$ cat config.mk
export PLATFORM = sky130hd
export DESIGN_NAME = piso_serializer
export DESIGN_NICKNAME = d
export VERILOG_FILES = /design/src/rtl/pkg_serial.sv /design/src/rtl/piso_serializer.sv
export SDC_FILE = /design/constraint.sdc
export NUM_CORES = 1
export LEC_CHECK = 0
export ABC_AREA = 1
export CAP_MARGIN = 30
export CORE_MARGIN = 1
export CORE_UTILIZATION = 40
export DETAILED_ROUTE_END_ITERATION = 7
export RECOVER_POWER = 50
export SLEW_MARGIN = 20
export SYNTH_ARGS = -nofsm -noshare
export SYNTH_HDL_FRONTEND = slang
export SYNTH_SLANG_ARGS = --single-unit
$ cat constraint.sdc
create_clock -name clk -period 1.6 [get_ports clk]
set_clock_uncertainty 0.2 [all_clocks]
set_input_delay 0.32 -clock clk [delete_from_list [all_inputs] [get_ports clk]]
set_output_delay 0.32 -clock clk [all_outputs]
set_load 0.01 [all_outputs]
$ cat src/rtl/pkg_serial.sv
// pkg_serial: shared state encoding and idle line level for the serial path
package pkg_serial;
   localparam logic S_IDLE = 1'b0;
   localparam logic S_SHIFT = 1'b1;
   localparam logic IDLE_LEVEL = 1'b0;
endpackage

$ cat src/rtl/piso_serializer.sv
// piso_serializer: valid/ready word loader with a one-word holding buffer
// feeding a shifter that drives one bit per clock towards the 1001 detector
module piso_serializer
   import pkg_serial::*;
#(
   parameter int WIDTH = 8,
   parameter bit MSB_FIRST = 1'b1
) (
   input  logic             clk,
   input  logic             reset,
   input  logic [WIDTH-1:0] data_in,
   input  logic             load_valid,
   output logic             load_ready,
   output logic             ser_out,
   output logic             ser_active,
   output logic             word_done
);
   localparam int CW = $clog2(WIDTH);
   logic             state;
   logic             hold_full;
   logic [WIDTH-1:0] hold_data;
   logic [WIDTH-2:0] sreg;
   logic [CW-1:0]    cnt;
   logic             accept;
   logic             xfer;
   assign load_ready = !hold_full;
   assign accept = load_valid && load_ready;
   // the buffer refills the shifter as the last bit leaves, so words abut
   assign xfer = hold_full && (state == S_IDLE || cnt == '0);
   always_ff @(posedge clk or posedge reset) begin
      if (reset) begin
         state      <= S_IDLE;
         hold_full  <= 1'b0;
         hold_data  <= '0;
         sreg       <= '0;
         cnt        <= '0;
         ser_out    <= IDLE_LEVEL;
         ser_active <= 1'b0;
         word_done  <= 1'b0;
      end else begin
         word_done <= state == S_SHIFT && cnt == '0;
         if (accept) begin
            hold_data <= data_in;
            hold_full <= 1'b1;
         end else if (xfer) begin
            hold_full <= 1'b0;
         end
         if (xfer) begin
            ser_out    <= MSB_FIRST ? hold_data[WIDTH-1] : hold_data[0];
            sreg       <= MSB_FIRST ? hold_data[WIDTH-2:0] : hold_data[WIDTH-1:1];
            cnt        <= CW'(WIDTH - 1);
            state      <= S_SHIFT;
            ser_active <= 1'b1;
         end else if (state == S_SHIFT && cnt != '0) begin
            ser_out <= MSB_FIRST ? sreg[WIDTH-2] : sreg[0];
            sreg    <= MSB_FIRST ? sreg << 1 : sreg >> 1;
            cnt     <= cnt - 1'b1;
         end else if (state == S_SHIFT) begin
            ser_out    <= IDLE_LEVEL;
            ser_active <= 1'b0;
            state      <= S_IDLE;
         end
      end
   end
endmodule

==> results of run 1 <==
-- cell families after synthesis --
kind of cell             Yosys count  synth area share (%)
AO/OA/AOI/OAI                      2                 0.980
adder cells (fa/ha/maj)            2                  2.45
buffers and inverters             16                  9.19
flip-flops                        23                  56.4
AND/OR/NAND/NOR                   70                  31.0
-- per-layer routing --
metal,up-vias,track usage [%]
met3,5,2.61
met5,-,0
met2,19,27.8
li1,401,-
met1,378,21.5
met4,0,10.5
-- state kept, by name, summed over array words and instances, names as in the netlist --
name / cells
hold_data: 8
sreg: 7
cnt: 3
hold_full: 1
ser_active: 1
ser_out: 1
state: 1
word_done: 1
-- synth_stat cells --
| cell type | n |
|---|---|
| nor2_4 | 1 |
| buf_4 | 2 |
| nand2_1 | 34 |
| buf_2 | 1 |
| inv_2 | 1 |
| o21ai_1 | 2 |
| inv_1 | 8 |
| buf_6 | 3 |
| ha_1 | 2 |
| inv_4 | 1 |
| nand2_2 | 2 |
| nand3_1 | 33 |
| dfrtp_1 | 23 |
-- how the worst max path moves through the flow --
stage / slack, ns / startpoint / to
after floorplan: 0.12 / cnt[0] / sreg[3]
after global placement: -0.02 / cnt[0] / cnt[1]
after detailed placement: -0.08 / cnt[0] / cnt[1]
after CTS: 0.002 / cnt[0] / cnt[1]
after global routing: 0.004 / hold_full / load_ready
final: 0.06 / hold_full / load_ready
-- stage by stage --
| stage | utilization [%] | setup WS [ns] | instance area (um^2) | TNS, ns | cells |
|---|---|---|---|---|---|
| floorplan | - | 0.117 | 1020 | 0 | 113 |
| global placement | 50.9 | -0.0249 | 1180 | -0.0900 | 154 |
| detailed placement | 50.9 | -0.0802 | 1180 | -0.602 | 154 |
| CTS | 52.0 | 0.00184 | 1210 | 0 | 158 |
| global route | 54.3 | 0.00384 | 1260 | 0 | 160 |
| finish | 54.3 | 0.0594 | 1260 | 0 | 160 |
-- timing repair --
item | in CTS | in global routing
setup buffers | 0 | 1
cloned | 0 | 1
pin swaps | 0 | 1
endpoints found under the setup margin | 17 | 14
gates resized for setup | 5 | 5
-- where the power goes --
part           internal (mW)  leakage (nW)  total [mW]  switching, mW
registers              0.823         0.286       0.958          0.136
clock network         0.0974        0.0150       0.266          0.168
logic                  0.416         0.355       0.972          0.556
total                   1.34         0.656        2.20          0.860
-- area by class of cell --
cell class,count,area [um^2]
tap,28,35.0
sequential,23,576
multi-input combinational,75,392
clock buffer,4,26.3
fill,226,1060
timing repair buffer,20,191
inverter,10,40.0
-- cells in the final DEF, fill, tap and decap left out --
| master | count |
|---|---|
| buf_12 | 1 |
| buf_4 | 4 |
| clkbuf_1 | 1 |
| clkbuf_2 | 1 |
| clkbuf_4 | 3 |
| clkdlybuf4s15_1 | 1 |
| clkdlybuf4s50_1 | 9 |
| dfrtp_1 | 23 |
| dlygate4sd2_1 | 3 |
| dlygate4sd3_1 | 1 |
| ha_2 | 1 |
| ha_4 | 1 |
| inv_1 | 8 |
| inv_2 | 1 |
| inv_4 | 1 |
| nand2_1 | 34 |
| nand2_2 | 1 |
| nand2_4 | 1 |
| nand2_8 | 1 |
| nand3_1 | 33 |
| nor2_4 | 1 |
| o21ai_1 | 2 |
-- worst reg2reg max path, delay by kind of cell, from the launching register on --
| kind | cells | cell delay [ns] |
|---|---|---|
| flops | 1 | 0.36 |
| simple gates | 3 | 0.28 |
| buf+inv | 2 | 0.19 |
| fa+ha+maj | 2 | 0.36 |
==> flow_summary.ini, run 1 <==
[floorplan]
coreArea_um2 = 2320
die_h_um = 52.5
start_util_pct = 44.0
rows = 17
io_pins = 15
die_area_um2 = 2760
die_width_um = 52.5

[setup_path]
cp_top_family = flip-flops
cp-start-kind = flip-flop
cpMaxStageDelayCell = dfrtp_1
worst-path-buf-inv = 2
cp.required_ns = 1.08
r2r_start = cnt[0]
slowest_delay_ns = 0.43
cp.arrival_ns = 1.02
regToRegSetupSlack_ns = 0.10
path_depth = 2
worstReg2RegEnd = sreg[4]
path_cells = inv_4 -> clkdlybuf4s15_1
r2r_cells = 7
crit_path_end_kind = output pin
crit_fanout = 2
criticalPathCategory = reg -> out

[sta]
min_period_ns = 1.54
finalCritPeriodShare_pct = 96.3
report.final.hold_viol_count = 0
slew_headroom_pct = 61.5
rsz0062_at_grt = false
setup_violations = 0
slew_violations = 0
fmax_mhz = 649
worst_pin_slew_ns = 0.577
fin_hold_ws_ns = 0.289

[synthesis]
syn_area_per_cell_um2 = 9.04
seq_area_frac_synth_pct = 56.4
synth_area_leader_cell = dfrtp_1
synth-seq-cells = 23
synth_cell_types = 13
synth_warnings = 0
netlist_top_cells_area = dfrtp_1 56%, nand3_1 16%, nand2_1 13%
syn_inst = 113
yosysTopAreaCellShare_pct = 56.4
synth_nets = 126
syn_area_um2 = 1020

[cells_and_area]
num-nets-final = 146
layout-drive-gt1-share_pct = 12.9
antenna_cells = 0
areaGrowthSynthToFinish_pct = 23.4

[run]
drv_cap = 0

[route]
via_per_inst = 5.02
dr.pass1.iters = 4
ant_nets = 0
wl_met3_um = 71
drc = 0
top_layer = met4
drt-met1-wl_um = 920
routedWlPerCell_um = 12.0
drt_iter0_drc = 9
wl_met2_um = 885
route.vias.total = 803
wirelength_um = 1930

[global_routing]
antenna_found_initial = 0
globalRouteTotalUtil_pct = 17.3
grt_max_degree = 24
overflow = 0
grt_pass1_vias = 759
grt_first_pass_wirelength_um = 3410

[cts]
postCtsHoldBufs = 0
root_buffer = clkbuf_4
cts_sinks = 23
cts_buffer_depth = 2
htree_levels = 1
insertion_delay_ns = 0.31
numCtsBuffers = 3
path_clk_slew_ns = 0.12
cts_tree = done

[outcome]
outcome = finished, final reports clean

[hold_path]
holdPathStages = 2
holdPathEnd = hold_data[0]
min-delay-start = hold_data[0]
hold_class = reg -> reg

[place]
place.gp.congestion = 0.741
dp_hpwl_um = 1210
portBuffers = 14

[pwr]
p_per_area_nw_per_um2 = 1740
ir_drop_uv = 1090
p_leak_nw = 0.656
design_power_total_mw = 2.20
No activity file was read; power rests on OpenSTA's default activity.
==> run 2: changes to the inputs <==
--- a/config.mk
+++ b/config.mk
@@ -9,6 +9,7 @@
 export CAP_MARGIN = 30
 export CORE_MARGIN = 1
 export CORE_UTILIZATION = 40
+export CTS_BUF_LIST = sky130_fd_sc_hd__clkbuf_4
 export DETAILED_ROUTE_END_ITERATION = 7
 export RECOVER_POWER = 50
 export SLEW_MARGIN = 20
==> run 2 against run 1 <==
Fmax about the same. Critical path type unchanged. Clock power up 6%. Hold slack about the same. Register-to-register slack better by 0.02 ns. Combinational power down 4.1%. Core utilization down 0.32 points.
==> flow_summary.ini, run 2 (synthesized netlist as in run 1, its figures left out) <==
[setup_path]
critPathLaunch = hold_full
slowest_delay_ns = 0.43
cp-endpoint = load_ready
worstReg2RegEnd = sreg[4]
cpMaxStageDelayCell = dfrtp_1
cp.required_ns = 1.08
crit_fanout = 2
path_cells = inv_4 -> clkdlybuf4s15_1
cp-start-kind = flip-flop
worst-path-buf-inv = 2
cp.arrival_ns = 1.02
cp_top_family = flip-flops
r2r_cells = 7
regToRegSetupSlack_ns = 0.12
path_depth = 2
r2r_start = cnt[0]
crit_path_end_kind = output pin
criticalPathCategory = reg -> out

[global_routing]
top_usage_layer = met2
antenna_found_initial = 0
grt_pass1_vias = 757
grt_max_degree = 24
met1_usage_pct = 21.5
overflow = 0
grt_first_pass_wirelength_um = 3390
globalRouteTotalUtil_pct = 17.2
use_met2_pct = 27.6
use_met3_pct = 2.61

[outcome]
outcome = finished, final reports clean

[pwr]
ir_drop_uv = 1100
design_power_total_mw = 2.17
switching_share_pct = 38.7
p_per_area_nw_per_um2 = 1730
p_int_mw = 1.33
p_switching_uw = 839
clkPwrFrac_pct = 13.0
p_comb_share_pct = 43.0
p_leak_nw = 0.651
pwr-share-seq_pct = 43.9

[run]
drv_cap = 0

[sta]
setup_ws_ns = 0.0593
slew_headroom_pct = 61.9
slew_violations = 0
report.final.hold_viol_count = 0
fin_hold_ws_ns = 0.289
min_period_ns = 1.54
fin_setup_tns_ns = 0
fmax_mhz = 649
finalCritPeriodShare_pct = 96.3
rsz0062_at_grt = true
setup_violations = 0
worst_pin_slew_ns = 0.572

[cts]
cts_buffer_depth = 2
cts_sinks = 23
cts_tree = done
postCtsHoldBufs = 0
insertion_delay_ns = 0.31
root_buffer = clkbuf_4
numCtsBuffers = 3
htree_levels = 1
path_clk_slew_ns = 0.12

[floorplan]
die_width_um = 52.5
coreArea_um2 = 2320
rows = 17
die_area_um2 = 2760
io_pins = 15
start_util_pct = 44.0
die_h_um = 52.5

[route]
drc = 0
ant_nets = 0
via_per_inst = 5.01
route.vias.total = 801
wirelength_um = 1840
routedWlPerCell_um = 11.5
dr.pass1.iters = 3
drt_iter0_drc = 2

[cells_and_area]
largest_reg_flops = 8
top_regs = hold_data: 8 flops, sreg: 7 flops, cnt: 3 flops
top_register = hold_data
antenna_cells = 0
layout-drive-gt1-share_pct = 14.4
final_cells = 160
layout_common_cells = 34 x nand2_1, 32 x nand3_1, 23 x dfrtp_1, 9 x clkdlybuf4s50_1, 8 x inv_1
num-nets-final = 146
areaGrowthSynthToFinish_pct = 22.7
final_common_cell = nand2_1

[hold_path]
hold_class = reg -> reg

[place]
place_ws_ns = -0.0802
placed_cells = 154
dp_hpwl_um = 1210
place.gp.congestion = 0.741
portBuffers = 14
## run 2: cell types whose count changed in the layout (fill, tap and decap cells not counted)
| cell | before | now |
|---|---|---|
| buf_4 | 4 | 6 |
| buf_12 | 1 | 0 |
| clkbuf_1 | 1 | 0 |
| nand2_4 | 1 | 0 |
| nand3_2 | 0 | 1 |
| nand3_1 | 33 | 32 |
| clkbuf_4 | 3 | 4 |
## run 2: worst min path at each step
stage | from | endpoint | slack (ns) | cells past startpoint
floorplan | reset | cnt[0] | 0.12 | 1
global placement | hold_data[1] | hold_data[1] | 0.26 | 2
detailed placement | hold_data[6] | hold_data[6] | 0.26 | 2
CTS | reset | sreg[6] | 0.14 | 3
global route | hold_data[3] | hold_data[3] | 0.31 | 2
finish | hold_data[3] | hold_data[3] | 0.29 | 2
## run 2: metal layers
layer / wire length [um] / part of all wire [%]
met4: 49 / 2.7
met5: 0 / 0
met1: 904 / 49
met2: 822 / 45
met3: 61 / 3.3
## run 2: area by class of cell
| type | count | area, um^2 |
|---|---|---|
| flip-flops and latches | 23 | 576 |
| well taps | 28 | 35.0 |
| clock buffers | 4 | 30.0 |
| multi-input cells | 74 | 385 |
| repair buffers | 21 | 186 |
| fillers | 225 | 1070 |
| inverters | 10 | 40.0 |
## run 2: worst reg2reg max path, delay by kind of cell (launching register included)
family | cells | cell delay, ns
adders and majority gates | 2 | 0.36
buffers and inverters | 2 | 0.22
DFF | 1 | 0.36
and+or+nand+nor | 3 | 0.29
## run 2: power groups by stage
stage          clock network (mW)  logic (mW)  registers, mW
4_1_cts                     0.299       0.866          0.955
3_3_place_gp                    0       0.854          0.957
3_5_place_dp                    0       0.871          0.963
2_1_floorplan                   0       0.680          0.942
5_1_grt                     0.314        1.10          0.988
6_report                    0.283       0.932          0.952
## run 2: what timing repair did
action	in CTS	in global routing
resized for setup	6	5
pin swaps	1	1
endpoints found under the setup margin	17	12
buffers inserted	0	2
## run 2: through the flow
stage	area [um^2]	util, %
5_1_grt	1250	54.0
6_report	1250	54.0
3_3_place_gp	1180	50.9
2_1_floorplan	1020	-
4_1_cts	1220	52.6
3_5_place_dp	1180	50.9
